### src/rtl/serial_div3_detector_pkg.sv
// Shared definitions for the serial divisible-by-3 detector:
// the FSM state encoding and the remainder encodings.
package serial_div3_detector_pkg;

    typedef enum logic [1:0] {
        IDLE  = 2'd0,
        SHIFT = 2'd1,
        DONE  = 2'd2
    } state_t;

    localparam logic [1:0] REM0 = 2'd0;
    localparam logic [1:0] REM1 = 2'd1;
    localparam logic [1:0] REM2 = 2'd2;

    // Counter width able to hold the values 0..width.
    function automatic int unsigned cnt_width(input int unsigned width);
        return $clog2(width + 1);
    endfunction

endpackage

### src/rtl/serial_div3_detector_rem_step.sv
// One MSB-first step of a running modulo-3 remainder: rem' = (2*rem + bit) mod 3.
// The unused encoding 2'b11 is treated as remainder 0.
module div3_rem_step
    import serial_div3_detector_pkg::*;
(
    input  logic [1:0] rem_i,
    input  logic       bit_i,
    output logic [1:0] rem_o
);

    always_comb begin
        rem_o = REM0;
        case (rem_i)
            REM0:    rem_o = bit_i ? REM1 : REM0;
            REM1:    rem_o = bit_i ? REM0 : REM2;
            REM2:    rem_o = bit_i ? REM2 : REM1;
            default: rem_o = bit_i ? REM1 : REM0;
        endcase
    end

endmodule

### src/rtl/serial_div3_detector.sv
// Serial MSB-first frame receiver that tracks the word modulo 3 and hands the
// finished word, divisibility flag and remainder downstream over valid/ready.
module serial_div3_detector
    import serial_div3_detector_pkg::*;
#(
    parameter int unsigned WIDTH = 4
) (
    input  logic             clk_i,
    input  logic             rst_i,
    input  logic             valid_i,
    input  logic             start_i,
    input  logic             bit_i,
    output logic             ready_o,
    output logic             out_valid_o,
    input  logic             out_ready_i,
    output logic [WIDTH-1:0] word_o,
    output logic             div_o,
    output logic [1:0]       rem_o
);

    localparam int unsigned CW = cnt_width(WIDTH);
    localparam logic [CW-1:0] CNT_LAST = CW'(WIDTH);
    localparam logic [CW-1:0] CNT_ONE  = CW'(1);

    state_t           state_q, state_d;
    logic [WIDTH-1:0] word_q, word_d;
    logic [1:0]       rem_q, rem_d;
    logic [CW-1:0]    cnt_q, cnt_d;
    logic             out_valid_q, out_valid_d;
    logic             div_q, div_d;

    logic             accept;
    logic [1:0]       rem_base;
    logic [1:0]       rem_next;
    logic [CW-1:0]    cnt_inc;

    // A start beat always restarts the remainder from zero, even mid-frame.
    assign rem_base = start_i ? REM0 : rem_q;

    div3_rem_step u_rem_step (
        .rem_i (rem_base),
        .bit_i (bit_i),
        .rem_o (rem_next)
    );

    assign ready_o = (state_q != DONE);
    assign accept  = valid_i & ready_o;
    assign cnt_inc = cnt_q + CNT_ONE;

    always_comb begin
        state_d     = state_q;
        word_d      = word_q;
        rem_d       = rem_q;
        cnt_d       = cnt_q;
        out_valid_d = out_valid_q;
        div_d       = div_q;

        case (state_q)
            IDLE: begin
                if (accept && start_i) begin
                    word_d  = {{(WIDTH-1){1'b0}}, bit_i};
                    rem_d   = rem_next;
                    cnt_d   = CNT_ONE;
                    state_d = SHIFT;
                end
            end

            SHIFT: begin
                if (accept) begin
                    if (start_i) begin
                        word_d = {{(WIDTH-1){1'b0}}, bit_i};
                        rem_d  = rem_next;
                        cnt_d  = CNT_ONE;
                    end else begin
                        word_d = {word_q[WIDTH-2:0], bit_i};
                        rem_d  = rem_next;
                        cnt_d  = cnt_inc;
                        if (cnt_inc == CNT_LAST) begin
                            state_d     = DONE;
                            out_valid_d = 1'b1;
                            div_d       = (rem_next == REM0);
                        end
                    end
                end
            end

            DONE: begin
                // Word and remainder registers double as the held result.
                if (out_ready_i) begin
                    state_d     = IDLE;
                    out_valid_d = 1'b0;
                end
            end

            default: begin
                state_d     = IDLE;
                out_valid_d = 1'b0;
            end
        endcase
    end

    always_ff @(posedge clk_i or posedge rst_i) begin
        if (rst_i) begin
            state_q     <= IDLE;
            word_q      <= '0;
            rem_q       <= REM0;
            cnt_q       <= '0;
            out_valid_q <= 1'b0;
            div_q       <= 1'b0;
        end else begin
            state_q     <= state_d;
            word_q      <= word_d;
            rem_q       <= rem_d;
            cnt_q       <= cnt_d;
            out_valid_q <= out_valid_d;
            div_q       <= div_d;
        end
    end

    assign out_valid_o = out_valid_q;
    assign word_o      = word_q;
    assign div_o       = div_q;
    assign rem_o       = rem_q;

endmodule

### config.mk
export PLATFORM = sky130hd
export DESIGN_NAME = serial_div3_detector
export DESIGN_NICKNAME = d
export VERILOG_FILES = /design/src/rtl/serial_div3_detector_pkg.sv /design/src/rtl/serial_div3_detector_rem_step.sv /design/src/rtl/serial_div3_detector.sv
export SDC_FILE = /design/constraint.sdc
export NUM_CORES = 1
export LEC_CHECK = 0
export ABC_AREA = 1
export BUFFER_PORTS_ARGS = -buffer_cell sky130_fd_sc_hd__buf_2
export CORE_ASPECT_RATIO = 1.1
export CORE_MARGIN = 3
export CORE_UTILIZATION = 46
export DETAILED_ROUTE_END_ITERATION = 8
export PLACE_DENSITY = 0.81
export SYNTH_ARGS = -nofsm -noshare
export SYNTH_HDL_FRONTEND = slang
export SYNTH_SLANG_ARGS = --single-unit
### constraint.sdc
create_clock -name clk_i -period 1.2 [get_ports clk_i]
set_input_delay 0.18 -clock clk_i [delete_from_list [all_inputs] [get_ports clk_i]]
set_output_delay 0.18 -clock clk_i [all_outputs]
set_load 0.01 [all_outputs]
### Word-level counts from Yosys, hierarchy flattened

Cells that the tools add are included.

| word-level totals | value |
|---|---|
| logic and storage cells | 56 |
| input port bits | 6 |
| register bits | 13 |
| output and inout bits | 9 |

| operators by class | value |
|---|---|
| reduce and logical (&&, ||, !) cells | 8 |
| bitwise gates (word level) | 3 |
| mux-type cells | 27 |
| add/subtract/negate cells | 1 |
| equal/unequal tests | 11 |

Operators with widths:

| operator | number |
|---|---|
| 2-bit two-way mux | 10 |
| 4-bit two-way mux | 3 |
| 2-bit inequality test (second input constant) | 6 |
| 5-bit AND reduction | 2 |
| 3-bit two-way mux | 3 |
| 2-bit one-hot mux with 2 select lines | 2 |
| 4-bit one-hot mux with 2 select lines | 1 |
| 2-bit one-hot mux with 3 select lines | 1 |
| 3-bit one-hot mux with 2 select lines | 1 |
| 1-bit two-way mux | 5 |
| 2-bit by 1-bit equality test with 1-bit output (second input constant) | 2 |
| 2-bit equality test (second input constant) | 2 |
| 2-bit logical NOT | 2 |
| 4-bit AND reduction | 1 |
| 3-bit by 1-bit adder with 3-bit output (second input constant) | 1 |
| 3-bit equality test (second input constant) | 1 |
| 1-bit one-hot mux with 3 select lines | 1 |
| 3-bit AND reduction | 1 |
| 1-bit inverter | 2 |
| 2-bit nonzero test | 1 |
| 1-bit AND | 1 |
| 1-bit logical AND | 1 |

### Longest topological paths before layout

| depth | value |
|---|---|
| depth in word-level cells | 6 |
| mapped depth | 9 |
| gate-level depth less buffers | 9 |

### Cells and area by module

A second synthesis with hierarchy kept.

| unflattened totals | value |
|---|---|
| cells, all modules | 99 |
| area total of the unflattened synthesis | 798.3 um^2 |

Modules (own cells, without submodules):

| module | cells an instance | area each (um^2) | sequential area each (um^2) | instances |
|---|---|---|---|---|
| serial_div3_detector | 87 | 729.4 | 325.3 | 1 |
| div3_rem_step | 12 | 68.8 | 0.0 | 1 |

### Least setup slack after synthesis

No wires, ideal clock.

| timing path | value |
|---|---|
| path kind | reg2reg |
| from | register rem_q[0], in the netlist rem_o[0] |
| to | register div_q, in the netlist div_o |
| stages on the path, launching flop included | 9 |
| path slack | -0.163 ns |
| data required time | 1.077 ns |
| arrival | 1.240 ns |
| buffers on the path | 0 |
| setup time | 0.123 ns |
| clock period less this slack | 1.363 ns |
| path through | dfrtp_1 > inv_1 > nor2_1 > inv_1 > ha_1 > o21ai_0 > nor2_1 > nand2_1 > nand2_1 |

| on the way | value |
|---|---|
| longest elaborated chain between the ends | 4 |
| elaborated cells on any way between the ends | 5 |
| those cells by class | eq/ne (2); mux (2); reduce/logical (1) |

RTL lines:

| element | line | text |
|---|---|---|
| start: declaration | serial_div3_detector.sv:27 | `logic [1:0] rem_q, rem_d;` |
| start signal: assignment | serial_div3_detector.sv:113 | `rem_q <= rem_d;` |
| 2-bit two-way mux * | serial_div3_detector.sv:38 | `assign rem_base = start_i ? REM0 : rem_q;` |
| 2-bit equality test / 2-bit by 1-bit equality test with 1-bit output (equally long branches) | serial_div3_detector_rem_step.sv:13 | `case (rem_i)` |
| 2-bit one-hot mux with 2 select lines * | serial_div3_detector_rem_step.sv:13 |  |
| 2-bit logical NOT * | serial_div3_detector.sv:81 | `div_d = (rem_next == REM0);` |
| end signal: assignment | serial_div3_detector.sv:116 | `div_q <= div_d;` |
| end: declaration | serial_div3_detector.sv:30 | `logic div_q, div_d;` |

Mark *: on every way between the ends. The rest lies on a longest branch, timed or not.
A chain may end at the register's enable or synchronous reset.

### Worst setup path in the final report

| timing path | value |
|---|---|
| from | register state_q[0] |
| to | output port ready_o |

| on the way | value |
|---|---|
| longest elaborated chain between the ends | 1 |

RTL lines:

| element | line | text |
|---|---|---|
| start: declaration | serial_div3_detector.sv:25 | `state_t state_q, state_d;` |
| start signal: assignment | serial_div3_detector.sv:111 | `state_q <= state_d;` |
| 2-bit inequality test | serial_div3_detector.sv:46 | `assign ready_o = (state_q != DONE);` |
| end: declaration | serial_div3_detector.sv:13 | `output logic ready_o,` |

Every way passes these cells.

==> reports/qor.yml <==
sta:
  finalSetupTns_ns: 0
  slew_viol_final: 0
  setup_viol: 0
  fin_worst_skew_ns: 0.007275
  fmax_ghz: 0.8464
  relSlewSlack_pct: 65.95
  min_period_ns: 1.181
  period_share_pct: 98.46
  worst_pin_slew_ns: 0.5102
  hold_viol: 0
  rsz0062_at_grt: "true"
final_layout:
  final-seq-area_sq_um: 325.3
  design_area_sq_um: 969.7
  fin_cells: 126
  final_core_util_pct: 70.07
  layout-drive-gt1-share_pct: 44.55
  fill_cells: 100
  diodes: 0
  finalNetCount: 121
  multi_input_area_sq_um: 371.6
  syn2layout_area_growth_pct: 40.14
critical_path:
  crit_slowest_cell: "dfrtp_1"
  path_buf_inv: 2
  path_cells: "inv_4, nand2_1, buf_2"
  worstSetupStartpointType: "flop"
  cp.arrival_ns: 1.00
  cp_top_family: "flip-flops"
  crit_fanout: 6
  cp_slowest_stage_delay_ns: 0.43
  critPathRequiredTime_ns: 1.02
  endpoint_kind: "output pin"
  critPathKind: "flop to output pin"
power_and_ir_drop:
  power_w: 0.001904
  power.density_nw_per_um2: 1964
  combinationalPowerShare_pct: 49.9
  switching_power_w: 0.0007472
  swShare_pct: 39.24
  peakVddDrop_v: 0.001045
  p_leak_nw: 0.4730
  seqPwrFrac_pct: 35.8
  p_int_w: 0.001157
  p_clk_share_pct: 14.3
yosys:
  synth_warnings: 0
  yosysMostFrequentCell: "nand2_1"
  synth_top_cells_by_area: "dfrtp_1 47%, nand2_1 9.8%, ha_1 7.2%, inv_1 6.5%, nor2_1 4.3%"
  synth_ff_type: "dfrtp_1"
  syn_area_sq_um: 691.9
  synth_fp_nets: 92
  synth_edf_count: 0
  syn_area_per_cell_sq_um: 8.438
  synth_cells: 82
  ys_async_sr_fraction_pct: 100.0
  ys_types: 19
  ys_ff_latch: 13
  synth_top_cell_area_share_pct: 47.02
  synth_top_cells_by_count: "18 x nand2_1, 13 x dfrtp_1, 12 x inv_1"
  synth.yosys.seq_area_share_pct: 47.02
  synth_largest_area_cell: "dfrtp_1"
detailed_routing:
  wl_mm: 1.512
  drtPass1Iterations: 4
  drt_iter0_drc: 10
  drtAntennaViolNets: 0
  viasPerCell: 4.873
  routed-via-count: 614
  post-route-drc-count: 0
  wl_per_cell_um: 12.00
global_routing:
  grt_overflow: 0
  grt_pass1_wl_mm: 2.311
  grt_usage_pct: 15.82
  antenna_found_initial: 0
  grt_max_degree: 15
  grt_pass1_vias: 565
placed_design:
  gp_congestion: 0.6799
  dp_hpwl_mm: 1.063
  io_buffers: 14
  dp.cells: 120
  dpl_cell_area_sq_um: 850.8
die:
  die_height_um: 46.68
  coreArea_sq_um: 1384
  fp-row-count: 14
  die_x_um: 42.98
  start_util_pct: 50.00
  die_area_sq_um: 2006
  top_level_ports: 15
cts:
  cts-htree-levels: 1
  cts.sinks: 13
  cts_buffers: 3
  clock_path_buffers: 2
  clock_latency_ns: 0.27
  cts-root-buf: "clkbuf_4"
  clk_pin_slew_ns: 0.09
  tritoncts: "built"
job:
  drv_cap: 0
min_path:
  hp-class: "input port to flop"
run_status:
  status: "finished, final reports clean"
## power by group through the flow
stage	Clock (W)	Combinational, W	Sequential (W)
2_1_floorplan	0	0.000430	0.000712
3_3_place_gp	0	0.000737	0.000665
3_5_place_dp	0	0.000769	0.000673
4_1_cts	0.000277	0.000876	0.000670
5_1_grt	0.000291	0.00104	0.000700
6_report	0.000273	0.000950	0.000681
## logic make-up after synthesis
logic type	Yosys count	share of synthesized area, %
adder cells (fa/ha/maj)	4	7.234
AND/OR/NAND/NOR	33	20.62
buffers and inverters	16	9.764
flip-flops	13	47.02
AO/OA/AOI/OAI	15	13.20
multiplexers	1	2.169
## flip-flops by register name, summed over array words and instances (netlist names)
register and flops:
word_o 4, out_valid_o 1, rem_o 2, cnt_q 3
div_o 1, state_q 2
## worst min-delay path: stages
cell and delay [ns]:
buf_2 0.12, nand2_1 0.06, o21ai_1 0.06
## cell usage in the layout, fill, tap and decap left out
cell / instances
buf_12: 1
ha_1: 1
a21oi_1: 2
nand3_1: 2
inv_4: 1
o21ai_1: 4
buf_2: 14
clkbuf_4: 3
clkbuf_1: 1
nand2_2: 3
or2_4: 1
buf_4: 9
nor2_4: 2
mux2_4: 1
nand3_4: 1
dfrtp_1: 13
nor3_2: 1
nor2_1: 5
ha_4: 2
o21ai_2: 1
ha_2: 1
a21oi_2: 1
inv_1: 9
nor2_2: 1
dlygate4sd3_1: 1
inv_2: 5
a31oi_1: 1
o21ai_0: 2
nand2_1: 16
a21oi_4: 1
o22ai_1: 3
nand3b_1: 1
## path summary, 6_finish.rpt
check | slack (ns) | to | start | depth (start not counted)
max | 0.02 | ready_o | state_q[0] | 3
min | 0.18 | word_o[0] | bit_i | 3
max reg2reg | 0.02 | div_o | rem_o[0] | 9
min reg2reg | 0.52 | out_valid_o | out_valid_o | 2
max in group asynchronous | 0.39 | cnt_q[1] | rst_i | 3
min in group asynchronous | 0.47 | word_o[2] | rst_i | 3
## routing by layer
metal | GRT usage (%) | wire, um | up-vias
li1 | - | - | 318
met1 | 18.51 | 676 | 283
met2 | 26.35 | 754 | 11
met3 | 2.734 | 49 | 2
met4 | 11.45 | 32 | 0
met5 | 0 | 0 | -
## what timing repair did
action / in CTS / in global routing
hold buffers: 1 / 0
gates resized for setup: 14 / 6
setup buffers: 0 / 1
endpoints found under the setup margin: 5 / 6
endpoints found under the hold margin: 13 / 0
pin swaps: 5 / 6
## cell type report
type	count	area share, %
clock buffers	4	2.710
inverters	15	6.065
multi-input cells	53	38.32
flip-flops and latches	13	33.55
well taps	16	2.065
repair buffers	25	17.29
## stage by stage
| step | worst slack, ns | hold slack [ns] |
|---|---|---|
| floorplan | -0.09780 | 0.05696 |
| detailed placement | -0.1412 | 0.2314 |
| global route | -0.09015 | 0.1973 |
| finish | 0.01853 | 0.1808 |
| global placement | -0.1201 | 0.2265 |
| CTS | -0.0006775 | 0.1845 |
Power figures use the tool's default switching activity.
